## src/rtl/mem_burst_ctrl.sv

```systemverilog
// mem_burst_ctrl: initiator-side sequencer for the 32x8 scratch memory.
// Accepts single or burst read/write commands over valid/ready handshakes,
// drives the memory pins one beat per cycle and returns read data through
// a registered output stage.
//
// Handshake rule for every channel (cmd, wr, rd): a transfer happens on a
// rising clk edge where both valid and ready are high; a valid source holds
// its payload stable until that edge.
//
// Optional feature macro: MEM_CTRL_BOUND_EN. When it is defined, a burst whose
// start address plus length runs past the top of memory is rejected with
// err. When it is not defined, such bursts wrap from the top address to 0.
module mem_burst_ctrl #(
  parameter int AW     = 5,
  parameter int DW     = 8,
  parameter int MAXLEN = 8
) (
  input  logic          clk,
  input  logic          rst,
  input  logic          cmd_valid,
  output logic          cmd_ready,
  input  logic          cmd_write,
  input  logic [AW-1:0] cmd_addr,
  input  logic [3:0]    cmd_len,
  input  logic          wr_valid,
  output logic          wr_ready,
  input  logic [DW-1:0] wr_data,
  output logic          rd_valid,
  input  logic          rd_ready,
  output logic [DW-1:0] rd_data,
  output logic          rd_last,
  output logic          done,
  output logic          err,
  output logic          mem_re,
  output logic          mem_we,
  output logic [AW-1:0] mem_addr,
  output logic [DW-1:0] mem_din,
  input  logic [DW-1:0] mem_dout,
  output logic [2:0]    dbg_state
);

  typedef enum logic [2:0] {
    S_IDLE  = 3'd0,
    S_WR    = 3'd1,
    S_RD    = 3'd2,
    S_DRAIN = 3'd3,
    S_DONE  = 3'd4
  } state_t;

  state_t        state_q;
  logic [AW-1:0] cur_addr_q;
  logic [3:0]    cnt_q;
  logic [DW-1:0] rd_data_q;
  logic          rd_valid_q;
  logic          rd_last_q;
  logic          err_q;

  logic          cmd_bad;
  logic          issue;
  logic [AW-1:0] addr_d;
  logic [3:0]    cnt_d;

  // A new read may be issued whenever the output stage is empty or is
  // being emptied in this same cycle.
  assign issue = !rd_valid_q || rd_ready;

  // Per-beat address/count advance; address wraps modulo 2^AW.
  assign addr_d = cur_addr_q + 1'b1;
  assign cnt_d  = cnt_q - 4'd1;

  // Command legality: length must be 1..MAXLEN (and optionally in bounds).
  always_comb begin
    cmd_bad = (cmd_len == 4'd0) || (int'(cmd_len) > MAXLEN);
`ifdef MEM_CTRL_BOUND_EN
    if ((int'(cmd_addr) + int'(cmd_len)) > (1 << AW)) begin
      cmd_bad = 1'b1;
    end
`else
    cmd_bad = cmd_bad;
`endif
  end

  // Memory pins are combinational so a write commits on the beat's accept edge
  // and read data is captured on the issue edge; pins are quiet elsewhere.
  always_comb begin
    mem_we   = 1'b0;
    mem_re   = 1'b0;
    mem_addr = '0;
    mem_din  = '0;
    case (state_q)
      S_WR: begin
        mem_we   = wr_valid;
        mem_addr = cur_addr_q;
        mem_din  = wr_data;
      end
      S_RD: begin
        mem_re   = issue;
        mem_addr = cur_addr_q;
      end
      default: begin
        mem_we = 1'b0;
      end
    endcase
  end

  // Status outputs decoded straight from the state register.
  assign cmd_ready = (state_q == S_IDLE);
  assign wr_ready  = (state_q == S_WR);
  assign done      = (state_q == S_DONE);
  assign err       = err_q;
  assign rd_valid  = rd_valid_q;
  assign rd_data   = rd_data_q;
  assign rd_last   = rd_last_q;
  assign dbg_state = state_q;

  // Burst sequencer: command capture, beat counting and read output stage.
  always_ff @(posedge clk or posedge rst) begin
    if (rst) begin
      state_q    <= S_IDLE;
      cur_addr_q <= '0;
      cnt_q      <= '0;
      rd_data_q  <= '0;
      rd_valid_q <= 1'b0;
      rd_last_q  <= 1'b0;
      err_q      <= 1'b0;
    end else begin
      err_q <= 1'b0;
      case (state_q)
        S_IDLE: begin
          if (cmd_valid) begin
            cur_addr_q <= cmd_addr;
            cnt_q      <= cmd_len;
            if (cmd_bad) begin
              err_q <= 1'b1;
            end else if (cmd_write) begin
              state_q <= S_WR;
            end else begin
              state_q <= S_RD;
            end
          end
        end
        S_WR: begin
          if (wr_valid) begin
            cur_addr_q <= addr_d;
            cnt_q      <= cnt_d;
            if (cnt_q == 4'd1) begin
              state_q <= S_DONE;
            end
          end
        end
        S_RD: begin
          if (issue) begin
            rd_data_q  <= mem_dout;
            rd_valid_q <= 1'b1;
            rd_last_q  <= (cnt_q == 4'd1);
            cur_addr_q <= addr_d;
            cnt_q      <= cnt_d;
            if (cnt_q == 4'd1) begin
              state_q <= S_DRAIN;
            end
          end
        end
        S_DRAIN: begin
          if (rd_valid_q && rd_ready) begin
            rd_valid_q <= 1'b0;
            rd_last_q  <= 1'b0;
            state_q    <= S_DONE;
          end
        end
        S_DONE: begin
          state_q <= S_IDLE;
        end
        default: begin
          state_q <= S_IDLE;
        end
      endcase
    end
  end

endmodule

```

## config.mk

```make
export PLATFORM = sky130hd
export DESIGN_NAME = mem_burst_ctrl
export DESIGN_NICKNAME = d
export VERILOG_FILES = /design/src/rtl/mem_burst_ctrl.sv
export SDC_FILE = /design/constraint.sdc
export NUM_CORES = 1
export LEC_CHECK = 0
export ABC_CLOCK_PERIOD_IN_PS = 2900
export BUFFER_PORTS_ARGS = -buffer_cell sky130_fd_sc_hd__buf_4
export CORE_MARGIN = 2
export CORE_UTILIZATION = 50
export DETAILED_ROUTE_END_ITERATION = 12
export PLACE_DENSITY = 0.85
export REMOVE_ABC_BUFFERS = 1
export SLEW_MARGIN = 20
export SYNTH_ARGS = -nofsm -noshare
export SYNTH_HDL_FRONTEND = slang
export SYNTH_SLANG_ARGS = --single-unit
```

## constraint.sdc

```tcl
create_clock -name clk -period 2.9 [get_ports clk]
set_input_delay 0 -clock clk [delete_from_list [all_inputs] [get_ports clk]]
set_output_delay 0 -clock clk [all_outputs]
set_load 0.02 [all_outputs]
```

==> results_dict.tcl <==
set metrics [dict create \
    cp_max_fo 16 \
    fp.dieArea_mm2 0.00318 \
    critical_path_class "flip-flop to primary output" \
    reg2reg_depth 4 \
    dr.pass1.iters 5 \
    pin_count 63 \
    track_usage_pct 21.9 \
    async_reset_ff_share_pct 100 \
    antenna_found_initial 0 \
    switching_share_pct 46.4 \
    die_h_um 56.4 \
    synth_flop_cell "dfrtp_1" \
    drc 0 \
    leakage_nw 0.989 \
    cp.arrival_ps 2040 \
    syn_area_per_cell_um2 9.94 \
    hp-class "primary input to flip-flop" \
    hold_viol 0 \
    finalWirelength_um 3340 \
    cts-buffers-inserted 3 \
    required_ps 2900 \
    reg2reg_from "dbg_state[1]" \
    ys_types 44 \
    port-buffer-count 62 \
    power_mw 2.19 \
    period_needed_ps 2040 \
    diodes 0 \
    nNetsFinal 250 \
    synth_edf_count 0 \
    area_growth_syn_to_layout_pct 48.5 \
    power_density_mw_per_mm2 1070 \
    crit_start "dbg_state[1]" \
    fp.dieW_um 56.4 \
    finalSetupTns_ps 0 \
    holdWs_ps 6.22 \
    holdCritStartpoint "rd_ready" \
    whs_path_depth 4 \
    cts-hold-fix-buffers 17 \
    rows 18 \
    p_comb_share_pct 64.0 \
    routed_via_density 5.25 \
    root_buffer "clkbuf_4" \
    seq_area_frac_synth_pct 42.0 \
    clk_pin_slew_ps 130 \
    final_core_util_pct 80.0 \
    rsz0062_at_grt "no" \
    peakVddDrop_uv 992 \
    crit_path_start_kind "flip-flop" \
    clock-skew-final_ps 1.58 \
    cts_tree "yes" \
    ctsResizeCount 0 \
    ys_warn_count 0 \
    cell_internal_pwr_mw 1.17 \
    first_global_vias 1283 \
    gp_congestion 0.790 \
    htreeDepth 1 \
    worst_pin_slew_ps 852 \
    detail-route-antenna-nets 0 \
    status "complete, no violations" \
    grt_pass1_wl_um 5640 \
    syn_area_mm2 0.00137 \
    initial_core_util_pct 53.9 \
    p_clk_share_pct 6.9 \
    hpwl_um 2390 \
    timing.fmax_mhz 491 \
    core_mm2 0.00254 \
    clock_sinks 23 \
    setup_viol 0 \
    relSlewSlack_pct 43.1 \
    drive_above_1_share_pct 38.1 \
    drv_cap 0 \
    setup_slack_ps 862 \
    grt_remaining_overflow 0 \
    insertion_delay_ps 310 \
    end_kind "primary output" \
    routedWlPerCell_um 13.6 \
    synth_seq_cells 23 \
    grt_max_degree 24 \
    dp_slack_ps 1050 \
    fin_crit_sh_pct 70.3 \
    vias 1286 \
    drt_iter0_drc 50 \
    slew_viol_final 0 \
    synthCells 138 \
    power_switching_mw 1.02 \
    postCtsSetupBuffers 0 \
    clock_path_buffers 2 \
    p_seq_share_pct 29.1 \
]
[registers in the layout (all words and copies together), names as in the netlist]
signal / count
cnt_q: 4
rd_valid: 1
err: 1
cur_addr_q: 5
dbg_state: 3
rd_last: 1
rd_data: 8
[placed cells by master (no fill, tap or decap), drive strengths merged, types with 2 or more instances in the layout]
cell type | Yosys | final
a21oi | 8 | 8
a22oi | 3 | 3
and2 | 12 | 12
buf | 4 | 62
clkbuf | 2 | 3
dfrtp | 23 | 23
dlygate4sd3 | 0 | 17
ha | 3 | 3
inv | 10 | 10
mux2 | 8 | 8
mux2i | 5 | 5
nand2 | 10 | 10
nand2b | 2 | 2
nand3 | 3 | 3
nor2 | 6 | 6
nor3 | 6 | 6
nor3b | 4 | 4
nor4 | 2 | 2
o21ai | 6 | 6
o22ai | 2 | 2
[worst paths after layout]
check	end	slack, ps
min in group asynchronous	dbg_state[1]	410
max	mem_addr[4]	860
max reg2reg	cnt_q[3]	1020
min	rd_valid	6
max in group asynchronous	cur_addr_q[3]	1980
min reg2reg	rd_last	520
[final cells by class]
| type | count | area [µm²] |
|---|---|---|
| Clock inverter | 1 | 5.00 |
| Tap cell | 30 | 37.5 |
| Sequential cell | 23 | 576 |
| Clock buffer | 3 | 22.5 |
| Timing Repair Buffer | 79 | 636 |
| Fill cell | 163 | 508 |
| Inverter | 10 | 37.5 |
| Multi-Input combinational cell | 99 | 723 |
[through the flow]
| step | std cells | cell area (µm²) |
|---|---|---|
| floorplan | 132 | 1340 |
| global placement | 224 | 1840 |
| detailed placement | 224 | 1840 |
| CTS | 245 | 2040 |
| global route | 245 | 2040 |
| finish | 245 | 2040 |
[logic make-up after synthesis]
kind of cell	count (synthesis)	share of synthesized area, %
XOR/XNOR	2	1.83
buffers and inverters	16	5.29
flip-flops	23	42.0
multiplexers	13	10.2
adder cells (fa/ha/maj)	3	2.74
AND/OR/NAND/NOR	51	22.0
AO/OA/AOI/OAI	30	16.0
[layer usage]
layer / global-route usage, % / part of all wire, % / wire length (µm) / vias to the layer above
met3: 4.84 / 6.4 / 214 / 5
met2: 40.7 / 51 / 1720 / 46
li1: - / - / - / 643
met4: 4.42 / 0.90 / 30 / 0
met1: 25.8 / 41 / 1380 / 592
met5: 0 / 0 / 0 / -
[critical path, stage by stage (launching register included)]
cell and delay (ps):
dfrtp_1 610, xnor2_2 400, or2_1 440, nor2_1 80, buf_4 170
[power by group through the flow]
| stage | Clock [mW] | Sequential, mW | Combinational [mW] |
|---|---|---|---|
| floorplan | 0 | 0.713 | 0.852 |
| global placement | 0 | 0.630 | 1.35 |
| detailed placement | 0 | 0.645 | 1.38 |
| CTS | 0.155 | 0.638 | 1.41 |
| global route | 0.167 | 0.661 | 1.52 |
| finish | 0.150 | 0.637 | 1.40 |
[cell usage after synthesis (2+ instances only)]
cell type  count  area [µm²]
nand2b_1       2        12.5
dfrtp_1       23         576
nand3_1        3        15.0
a22oi_1        3        22.5
ha_1           3        37.5
mux2_2         7        78.8
o21ai_0        2        10.0
mux2i_1        5        50.1
and2_1        12        75.1
nor4_1         2        12.5
nor3b_1        2        15.0
o22ai_1        2        12.5
inv_1         10        37.5
buf_4          3        22.5
o21ai_1        4        20.0
nor3_1         6        30.0
nand2_1        9        33.8
clkbuf_1       2        7.51
nor3b_2        2        25.0
a21oi_1        8        40.0
nor2_1         5        18.8
Note: power is estimated with default switching activity, not from simulation.
